==> src/rtl/exception_sequencer.sv <==
// exception_sequencer: stateful exception and interrupt sequencer for the LEG core.
// Drives pipeline flush/stall, the one-hot PC vector select and PC save.
module exception_sequencer #(
    parameter  int NUM_IRQ      = 4,
    parameter  int DRAIN_STAGES = 3,
    localparam int SRC_W        = (NUM_IRQ > 1) ? $clog2(NUM_IRQ) : 1
) (
    input  logic               clk,
    input  logic               reset,
    input  logic               UndefinedInstrE,
    input  logic               SWIE,
    input  logic               PrefetchAbortE,
    input  logic               DataAbortM,
    input  logic               FIQ,
    input  logic [NUM_IRQ-1:0] IRQLines,
    input  logic [NUM_IRQ-1:0] IRQMask,
    input  logic               IRQEnabled,
    input  logic               FIQEnabled,
    input  logic               MicroOpBusyD,
    output logic               PipelineClearF,
    output logic               ExceptionFlushD,
    output logic               ExceptionFlushE,
    output logic               ExceptionFlushM,
    output logic               ExceptionFlushW,
    output logic               ExceptionStallD,
    output logic [6:0]         PCVectorAddress,
    output logic               ExceptionSavePC,
    output logic               PCInSelect,
    output logic               IRQAssert,
    output logic               FIQAssert,
    output logic [SRC_W-1:0]   IRQSource,
    output logic               Busy
);

    localparam int CNT_W = $clog2(DRAIN_STAGES + 1);

    typedef enum logic [1:0] {
        IDLE,
        ABORT2,
        DRAIN,
        TAKE
    } state_t;

    state_t             state, state_n;
    logic [CNT_W-1:0]   cnt, cnt_n;
    logic [NUM_IRQ-1:0] irq_act;
    logic               irq_req, fiq_req, exc_e;
    logic [SRC_W-1:0]   irq_src;

    assign irq_act = IRQLines & IRQMask;
    assign irq_req = IRQEnabled & (|irq_act);
    assign fiq_req = FIQEnabled & FIQ;
    assign exc_e   = PrefetchAbortE | UndefinedInstrE | SWIE;

    // Scan downwards so the lowest active line wins.
    always_comb begin
        irq_src = '0;
        for (int i = NUM_IRQ - 1; i >= 0; i--) begin
            if (irq_act[i]) irq_src = SRC_W'(i);
        end
    end

    always_ff @(posedge clk) begin
        if (reset) begin
            state <= IDLE;
            cnt   <= '0;
        end else begin
            state <= state_n;
            cnt   <= cnt_n;
        end
    end

    always_comb begin
        state_n         = state;
        cnt_n           = cnt;
        PipelineClearF  = 1'b0;
        ExceptionFlushD = 1'b0;
        ExceptionFlushE = 1'b0;
        ExceptionFlushM = 1'b0;
        ExceptionFlushW = 1'b0;
        ExceptionStallD = 1'b0;
        PCVectorAddress = 7'b0;
        PCInSelect      = 1'b0;
        IRQAssert       = 1'b0;
        FIQAssert       = 1'b0;
        IRQSource       = '0;
        if (reset) begin
            PCVectorAddress = 7'b0000001;
            ExceptionFlushD = 1'b1;
            ExceptionFlushE = 1'b1;
            ExceptionFlushM = 1'b1;
            ExceptionFlushW = 1'b1;
            state_n         = IDLE;
            cnt_n           = '0;
        end else if (state == ABORT2) begin
            PCVectorAddress = 7'b0010000;
            PCInSelect      = 1'b1;
            ExceptionFlushD = 1'b1;
            ExceptionFlushE = 1'b1;
            state_n         = IDLE;
        end else if (DataAbortM) begin
            ExceptionFlushD = 1'b1;
            ExceptionFlushE = 1'b1;
            ExceptionFlushM = 1'b1;
            ExceptionFlushW = 1'b1;
            state_n         = ABORT2;
            cnt_n           = '0;
        end else if (exc_e) begin
            if (PrefetchAbortE)       PCVectorAddress = 7'b0001000;
            else if (UndefinedInstrE) PCVectorAddress = 7'b0000010;
            else                      PCVectorAddress = 7'b0000100;
            PCInSelect      = 1'b1;
            ExceptionFlushD = 1'b1;
            ExceptionFlushE = 1'b1;
            ExceptionFlushM = 1'b1;
            state_n         = IDLE;
            cnt_n           = '0;
        end else begin
            case (state)
                IDLE: begin
                    if ((fiq_req | irq_req) & ~MicroOpBusyD) begin
                        PipelineClearF = 1'b1;
                        cnt_n          = CNT_W'(DRAIN_STAGES);
                        state_n        = DRAIN;
                    end
                end
                DRAIN: begin
                    ExceptionStallD = 1'b1;
                    if (cnt <= CNT_W'(1)) begin
                        cnt_n   = '0;
                        state_n = TAKE;
                    end else begin
                        cnt_n = cnt - CNT_W'(1);
                    end
                end
                TAKE: begin
                    state_n = IDLE;
                    if (fiq_req) begin
                        FIQAssert       = 1'b1;
                        PCVectorAddress = 7'b1000000;
                        ExceptionFlushD = 1'b1;
                        ExceptionFlushE = 1'b1;
                    end else if (irq_req) begin
                        IRQAssert       = 1'b1;
                        IRQSource       = irq_src;
                        PCVectorAddress = 7'b0100000;
                        ExceptionFlushD = 1'b1;
                        ExceptionFlushE = 1'b1;
                    end
                end
                default: state_n = IDLE;
            endcase
        end
    end

    assign ExceptionSavePC = |PCVectorAddress;
    assign Busy            = (state != IDLE) & ~reset;

endmodule
==> config.mk <==
export PLATFORM = sky130hd
export DESIGN_NAME = exception_sequencer
export DESIGN_NICKNAME = d
export VERILOG_FILES = /design/src/rtl/exception_sequencer.sv
export SDC_FILE = /design/constraint.sdc
export NUM_CORES = 1
export LEC_CHECK = 0
export CORE_MARGIN = 1
export CORE_UTILIZATION = 36
export DETAILED_ROUTE_END_ITERATION = 8
export GPL_ROUTABILITY_DRIVEN = 0
export MAX_ROUTING_LAYER = met4
export PLACE_DENSITY_LB_ADDON = 0.05
export RECOVER_POWER = 100
export SLEW_MARGIN = 20
export SYNTH_ARGS = -nofsm -noshare
export SYNTH_HDL_FRONTEND = slang
export SYNTH_SLANG_ARGS = --single-unit
==> constraint.sdc <==
create_clock -name clk -period 5.05 [get_ports clk]
set_input_delay 1.515 -clock clk [delete_from_list [all_inputs] [get_ports clk]]
set_output_delay 1.515 -clock clk [all_outputs]
set_load 0.03 [all_outputs]
# Yosys cells after proc, flatten, opt, wreduce, memory -nomap -nowiden
# Cells that the tools add are included.
[op_classes]
add_sub_neg = 1
multipliers = 0
n_div = 0
order_cmp = 1
n_eq_ne = 7
shift = 0
n_mux = 70
bitwise_logic = 11
reduce_logical = 10
[ops]
columns = ["operator", "count"]
rows = [
  ["2-to-1 mux 1 bit", 42],
  ["2-to-1 mux 7 bit", 6],
  ["2-to-1 mux 2 bit", 17],
  ["!= test 4 bit, second input constant", 2],
  ["case mux 2 bit (2 select lines)", 2],
  ["OR reduction 4 bit", 2],
  ["OR reduction 7 bit", 1],
  ["2-to-1 mux 6 bit", 1],
  ["bitwise AND 1 bit", 4],
  ["bitwise AND 4 bit", 1],
  ["== test 2 bit, second input constant", 2],
  ["2-to-1 mux 4 bit", 1],
  ["!= test 2 bit, second input constant", 2],
  ["AND reduction 2 bit", 2],
  ["nonzero test 4 bit", 1],
  ["2-to-1 mux 3 bit", 1],
  ["inverter 1 bit", 3],
  ["bitwise OR 1 bit", 3],
  ["AND reduction 3 bit", 1],
  ["== test 2 x 1 -> 1 bit, second input constant", 1],
  ["less-or-equal comparator 2 x 1 -> 1 bit, second input constant", 1],
  ["logical NOT 2 bit", 1],
  ["nonzero test 2 bit", 1],
  ["OR reduction 2 bit", 1],
  ["subtractor 2 x 1 -> 2 bit, second input constant", 1],
]
[totals]
reg_bits = 4
latchBits = 0
mem_bits_rw = 0
romBits = 0
input_bits = 18
output_inout_bits = 20
word_cells = 103
memories = 0

# Depth between registers and ports, before layout
# Gate-level depths: netlist of the first run.
[logic_depth]
depth_word = 12
depth_mapped = 6
ltp_nobuf = 4

# Least setup slack after synthesis of the first run
# Ideal clock, no wire load.
[synth_path]
kind = "in2out"
from = "in reset"
to = "out PCVectorAddress[6]"
arrival_time_ns = 3.011
t_required_ns = 3.535
path_slack_ns = 0.524
path_stages = 5
n_path_buf = 2
cell_sequence = "buf_6 -> or3_4 -> nor4_4 -> nor2b_1 -> buf_4"
[synth_via]
elab_chain_len = 1
[synth_lines]
columns = ["element", "line", "rtl"]
rows = [
  ["start, declared", "9", "input logic reset,"],
  ["2-to-1 mux 7 bit", "87", "if (reset) begin"],
  ["end, declared", "26", "output logic [6:0] PCVectorAddress,"],
]
# Every way passes these cells.

# Worst setup path after layout of the first run
[layout_path]
from = "in UndefinedInstrE"
to = "out PCInSelect"
[layout_via]
elab_chain_len = 6
[layout_lines]
columns = ["element", "line", "rtl"]
rows = [
  ["start, declared", "10", "input logic UndefinedInstrE,"],
  ["bitwise OR 1 bit (2 in a row)", "53", "assign exc_e = PrefetchAbortE | UndefinedInstrE | SWIE;"],
  ["2-to-1 mux 1 bit", "108", "end else if (exc_e) begin"],
  ["2-to-1 mux 1 bit", "101", "end else if (DataAbortM) begin"],
  ["2-to-1 mux 1 bit", "95", "end else if (state == ABORT2) begin"],
  ["2-to-1 mux 1 bit", "87", ""],
  ["end, declared", "28", "output logic PCInSelect,"],
]
# Every way passes these cells.

==> results of run 1 <==
## layout by cell type (no fill, tap or decap), types with 3 or more instances in the layout
cell             count
dfxtp_1              4
a21oi_1              3
inv_1                3
nand2_1              5
clkdlybuf4s50_1     17
clkbuf_1             6
dlygate4sd3_1        9
buf_4                7
nor2_1               9
clkbuf_4             3
## routing by layer
metal	track usage, %	vias up	wire length, um	part of all wire [%]
li1	-	336	-	-
met5	-	-	0	0
met4	10.3	0	0	0
met3	5.11	0	139	9.4
met2	30.3	26	663	45
met1	24.3	292	675	46
## kinds of logic (layout without fill, tap and decap cells)
kind of cell | count (synthesis) | after routing | synth area share (%)
buffers and inverters | 9 | 47 | 10.9
AOI/OAI and AO/OA | 21 | 21 | 31.6
and+or+nand+nor | 34 | 34 | 42.0
DFF | 4 | 4 | 15.5
## layout make-up
class	count	area (um^2)
Clock buffer	3	22.5
Fill cell	124	475
Inverter	3	11.3
Multi-Input combinational cell	55	364
Sequential cell	4	80.1
Tap cell	15	18.8
Timing Repair Buffer	41	345
## registers in the layout (all words and copies together), names as in the netlist
name	cells
state	2
cnt	2
## worst paths after layout
kind	endpoint	slack [ns]	startpoint
worst min-delay path	cnt[0]	0.53	cnt[0]
worst max-delay path	PCInSelect	0.14	UndefinedInstrE
worst max register to register	cnt[1]	3.50	state[1]
worst min register to register	cnt[0]	0.53	cnt[0]
## per-stage QoR
stage          std cells  util [%]  worst slack [ns]  area (um^2)
2_1_floorplan         68         -             0.524          515
3_3_place_gp         118      65.8             0.145          867
3_5_place_dp         118      65.8            0.0936          867
4_1_cts              121      67.5            0.0873          890
5_1_grt              121      63.9            0.0700          842
6_report             121      63.9             0.137          842
## cell usage after synthesis (2+ instances only)
cell type	number
a22oi_1	2
and3_1	2
nand2b_1	2
a21o_1	2
a21oi_1	3
dfxtp_1	4
nor3_1	2
nor2_1	9
nand2_1	5
nor4_1	2
buf_4	4
a32o_1	2
inv_1	3
## power groups by stage
| stage | sequential, uW | combinational, uW | clock [uW] |
|---|---|---|---|
| 2_1_floorplan | 33.6 | 26.5 | 0 |
| 6_report | 33.5 | 51.8 | 38.0 |
| 3_3_place_gp | 33.9 | 54.4 | 0 |
| 5_1_grt | 33.5 | 55.8 | 43.8 |
| 3_5_place_dp | 33.9 | 55.1 | 0 |
| 4_1_cts | 33.4 | 55.3 | 40.8 |
## critical path, delay by kind of cell
kind            cells  cell delay [ns]
buf+inv             2             1.32
simple gates        2             0.40
compound gates      1             0.16
## timing repair
action	CTS	global route
resized for setup	0	2
hold buffers	0	0
endpoints found under the setup margin	0	2
==> flow_summary.ini, run 1 <==
[status]
outcome = finished clean

[power]
swShare_pct = 31.6
seq_power_share_pct = 27.2
power.density_mw_per_mm2 = 146
pwr-share-clk_pct = 30.8
switchingPower_uw = 39.0
peakVddDrop_v = 0.0000975
comb_power_share_pct = 42.0
p_int_uw = 84.3
power_uw = 123
p_leak_uw = 0.000351

[detailed_routing]
via_per_inst = 5.40
drt_wl_total_um = 1480
dr.pass1.iters = 2
postRouteAntennaNets = 0
drt_iter0_markers = 4
wl_per_cell_um = 12.2
drc_errors = 0
vias = 654

[synth]
seq_area_frac_synth_pct = 15.5
synthTopCellsByArea = dfxtp_1, nor2_1, buf_4, nor4_4, a32o_1
synth_fp_nets = 86
syn_area_um2 = 515
synthDistinctLibCells = 39
syn_inst = 68
ys_warn_count = 0
yosysTopAreaCellShare_pct = 15.5
synth_edf_count = 0
yosys.area.top_type = dfxtp_1
avgSynthCellArea_um2 = 7.58
ys_ff_latch = 4
async_flop_share_pct = 0
synth-main-ff-cell = dfxtp_1

[sta]
setup_viol = 0
slew_headroom_pct = 69.7
hold_viol_final = 0
slew_violations = 0
setup_tns_ns = 0
period_share_pct = 97.3
fmax_mhz = 204
worst_slew_pin_slew_ns = 0.450
holdWs_ns = 0.525
fin_worst_skew_ns = 0.000432
fin_crit_ns = 4.91
rsz0062_at_grt = false

[cells_and_area]
syn_to_final_growth_pct = 63.3
nNetsFinal = 126
num_antenna_cells = 0
drive_above_1_share_pct = 15.1

[global_routing]
antenna_found_initial = 0
grt_pass1_wl_um = 2060
overflow = 0
grt_pass1_vias = 509
track_usage_pct = 20.1
grt_start_max_net_pins = 14

[clock_tree]
cts_tree = built
clock_sink_count = 4
cts-root-buf = clkbuf_4
htree_levels = 1
cts_setup_buffers = 0
clock_latency_ns = 0.23
cts_made_buffers = 3
clock_path_buffers = 2
path_clk_slew_ns = 0.04

[job]
maxCapViolCount = 0

[critical_path]
crit_slowest_cell = dlygate4sd3_1
path_cells = dlygate4sd3_1, nor3_1, o21a_1, nor2_1, dlygate4sd3_1
worstPathArrival_ns = 3.40
critical_path_class = input port to output port
r2r_cells = 4
required_ns = 3.54
max_stage_delay_ns = 0.68
cp_max_fo = 6
startpoint_type = input port
crit_path_frequent_cell = dlygate4sd3_1
worstSetupEndpointType = output port

[place]
hpwlAfterDp_um = 1150
port-buffer-count = 37

[floorplanning]
initial_core_util_pct = 39.1
die_h_um = 39.8
die_area_mm2 = 0.00159
die_w_um = 39.8
io_pins = 38
core_area_mm2 = 0.00132
row_count = 13

[min_path]
whs_path_depth = 1
hp-class = flop to flop
(Power assumes the default switching activity.)
==> inputs of run 2 (changes only) <==
--- a/config.mk
+++ b/config.mk
@@ -5,6 +5,7 @@
 export SDC_FILE = /design/constraint.sdc
 export NUM_CORES = 1
 export LEC_CHECK = 0
+export CAP_MARGIN = 15
 export CORE_MARGIN = 1
 export CORE_UTILIZATION = 36
 export DETAILED_ROUTE_END_ITERATION = 8
==> results of run 2 <==
No change in the layout: final DEF, timing and power equal those of run 1.
==> inputs of run 3 (changes only) <==
--- a/config.mk
+++ b/config.mk
@@ -6,14 +6,16 @@
 export NUM_CORES = 1
 export LEC_CHECK = 0
 export CAP_MARGIN = 15
+export CELL_PAD_IN_SITES_DETAIL_PLACEMENT = 1
+export CELL_PAD_IN_SITES_GLOBAL_PLACEMENT = 1
 export CORE_MARGIN = 1
-export CORE_UTILIZATION = 36
+export CORE_UTILIZATION = 23
 export DETAILED_ROUTE_END_ITERATION = 8
 export GPL_ROUTABILITY_DRIVEN = 0
 export MAX_ROUTING_LAYER = met4
 export PLACE_DENSITY_LB_ADDON = 0.05
 export RECOVER_POWER = 100
-export SLEW_MARGIN = 20
+export SLEW_MARGIN = 10
 export SYNTH_ARGS = -nofsm -noshare
 export SYNTH_HDL_FRONTEND = slang
 export SYNTH_SLANG_ARGS = --single-unit
==> run 3 against run 2 <==
Effect of this change:
- power is 0.86% higher
- clock skew is 0.0033 ns higher
- die area is 53% higher
- critical path type unchanged
- largest power group unchanged
- highest routed layer is now met4
==> flow_summary.ini, run 3 (same netlist as run 1, synthesis figures left out) <==
[global_routing]
overflow = 0
track_usage_pct = 15.9
grt_start_max_net_pins = 14
antenna_found_initial = 0
grt_pass1_vias = 651
grt_pass1_wl_um = 2930

[sta]
hold_viol_final = 0
setup_tns_ns = 0
fin_worst_skew_ns = 0.00378
period_share_pct = 98.2
fmax_mhz = 202
rsz0062_at_grt = false
setup_viol = 0
fin_crit_ns = 4.96
slew_headroom_pct = 68.4
holdWs_ns = 0.524
worst_slew_pin_slew_ns = 0.470
slew_violations = 0

[detailed_routing]
via_per_inst = 5.06
drt_wl_total_um = 1850
dr.pass1.iters = 4
drc_errors = 0
drt_iter0_markers = 7
postRouteAntennaNets = 0
wl_per_cell_um = 13.9
vias = 673

[clock_tree]
cts-root-buf = clkbuf_4
clock_sink_count = 4
htree_levels = 1
path_clk_slew_ns = 0.03
cts_hold_buffers = 0
cts_made_buffers = 3
cts_setup_buffers = 0
cts_tree = built
clock_path_buffers = 2
clock_latency_ns = 0.23

[cells_and_area]
final_cell_mix = clkdlybuf4s50_1, dlygate4sd3_1, nor2_1, buf_4
syn_to_final_growth_pct = 67.0
layoutNonFillerInstCount = 133
final_common_cell = clkdlybuf4s50_1
drive_above_1_share_pct = 16.0
num_antenna_cells = 0
reg.largest.list = cnt (2), state (2)
nNetsFinal = 126

[floorplanning]
row_count = 16
die_h_um = 49.3
initial_core_util_pct = 25.2
die_w_um = 49.3
io_pins = 38
core_area_mm2 = 0.00204
die_area_mm2 = 0.00243

[place]
dp.cells = 130
port-buffer-count = 37
hpwlAfterDp_um = 1450

[power]
peakVddDrop_v = 0.0000979
power.density_mw_per_mm2 = 144
p_leak_uw = 0.000358
power_uw = 124

[critical_path]
startpoint_type = input port
critical_path_class = input port to output port
worstSetupEndpointType = output port
required_ns = 3.54
worstPathArrival_ns = 3.44
cp_max_fo = 4

[job]
maxCapViolCount = 0

[min_path]
hp-class = flop to flop

[status]
outcome = finished clean
[run 3: worst max-delay path: stages]
cell and delay, ns:
clkdlybuf4s50_1 0.45, or3_4 0.44, and4bb_2 0.30, dlygate4sd3_1 0.74
[run 3: repair_timing]
item | CTS | global route
resized for setup | 0 | 2
setup endpoints to repair | 0 | 2
endpoints found under the hold margin | 0 | 0
[run 3: through the flow]
| step | utilization [%] | setup WS, ns | area, um^2 |
|---|---|---|---|
| after global placement | 43.2 | 0.116 | 882 |
| after global routing | 42.2 | 0.0490 | 861 |
| after floorplan | - | 0.524 | 515 |
| after detailed placement | 43.2 | 0.0193 | 882 |
| after CTS | 44.3 | 0.00804 | 905 |
| final | 42.2 | 0.0921 | 861 |
[run 3: final cells by class]
| class | instances | area [um^2] |
|---|---|---|
| timing repair buffer | 41 | 349 |
| clock buffer | 3 | 22.5 |
| inverter | 3 | 11.3 |
| fill | 267 | 1180 |
| multi-input combinational | 55 | 364 |
| tap | 27 | 33.8 |
| sequential | 4 | 80.1 |
[run 3: report_power, final]
group          leakage (uW)  switching [uW]  total (uW)  internal (uW)
combinational      0.000312            27.1        52.8           25.6
clock             0.0000138            11.5        38.0           26.5
sequential        0.0000325            1.17        33.6           32.4
total              0.000358            39.8         124           84.5
[run 3: routing by layer]
layer  share of wire [%]  wire length (um)  GRT usage, %  vias to the layer above
met5                   0                 0             -                        -
met4                0.27                 5          7.35                        0
met2                  48               893          26.5                       29
met3                 5.8               107          1.87                        2
li1                    -                 -             -                      332
met1                  46               841          19.0                      310
[run 3: worst paths after layout]
path / startpoint / end / slack, ns / cells after the start
hold reg to reg: cnt[0] / cnt[0] / 0.52 / 1
setup reg to reg: state[1] / cnt[1] / 3.49 / 4
setup / recovery: PrefetchAbortE / PCVectorAddress[2] / 0.09 / 4
hold / removal: cnt[0] / cnt[0] / 0.52 / 1
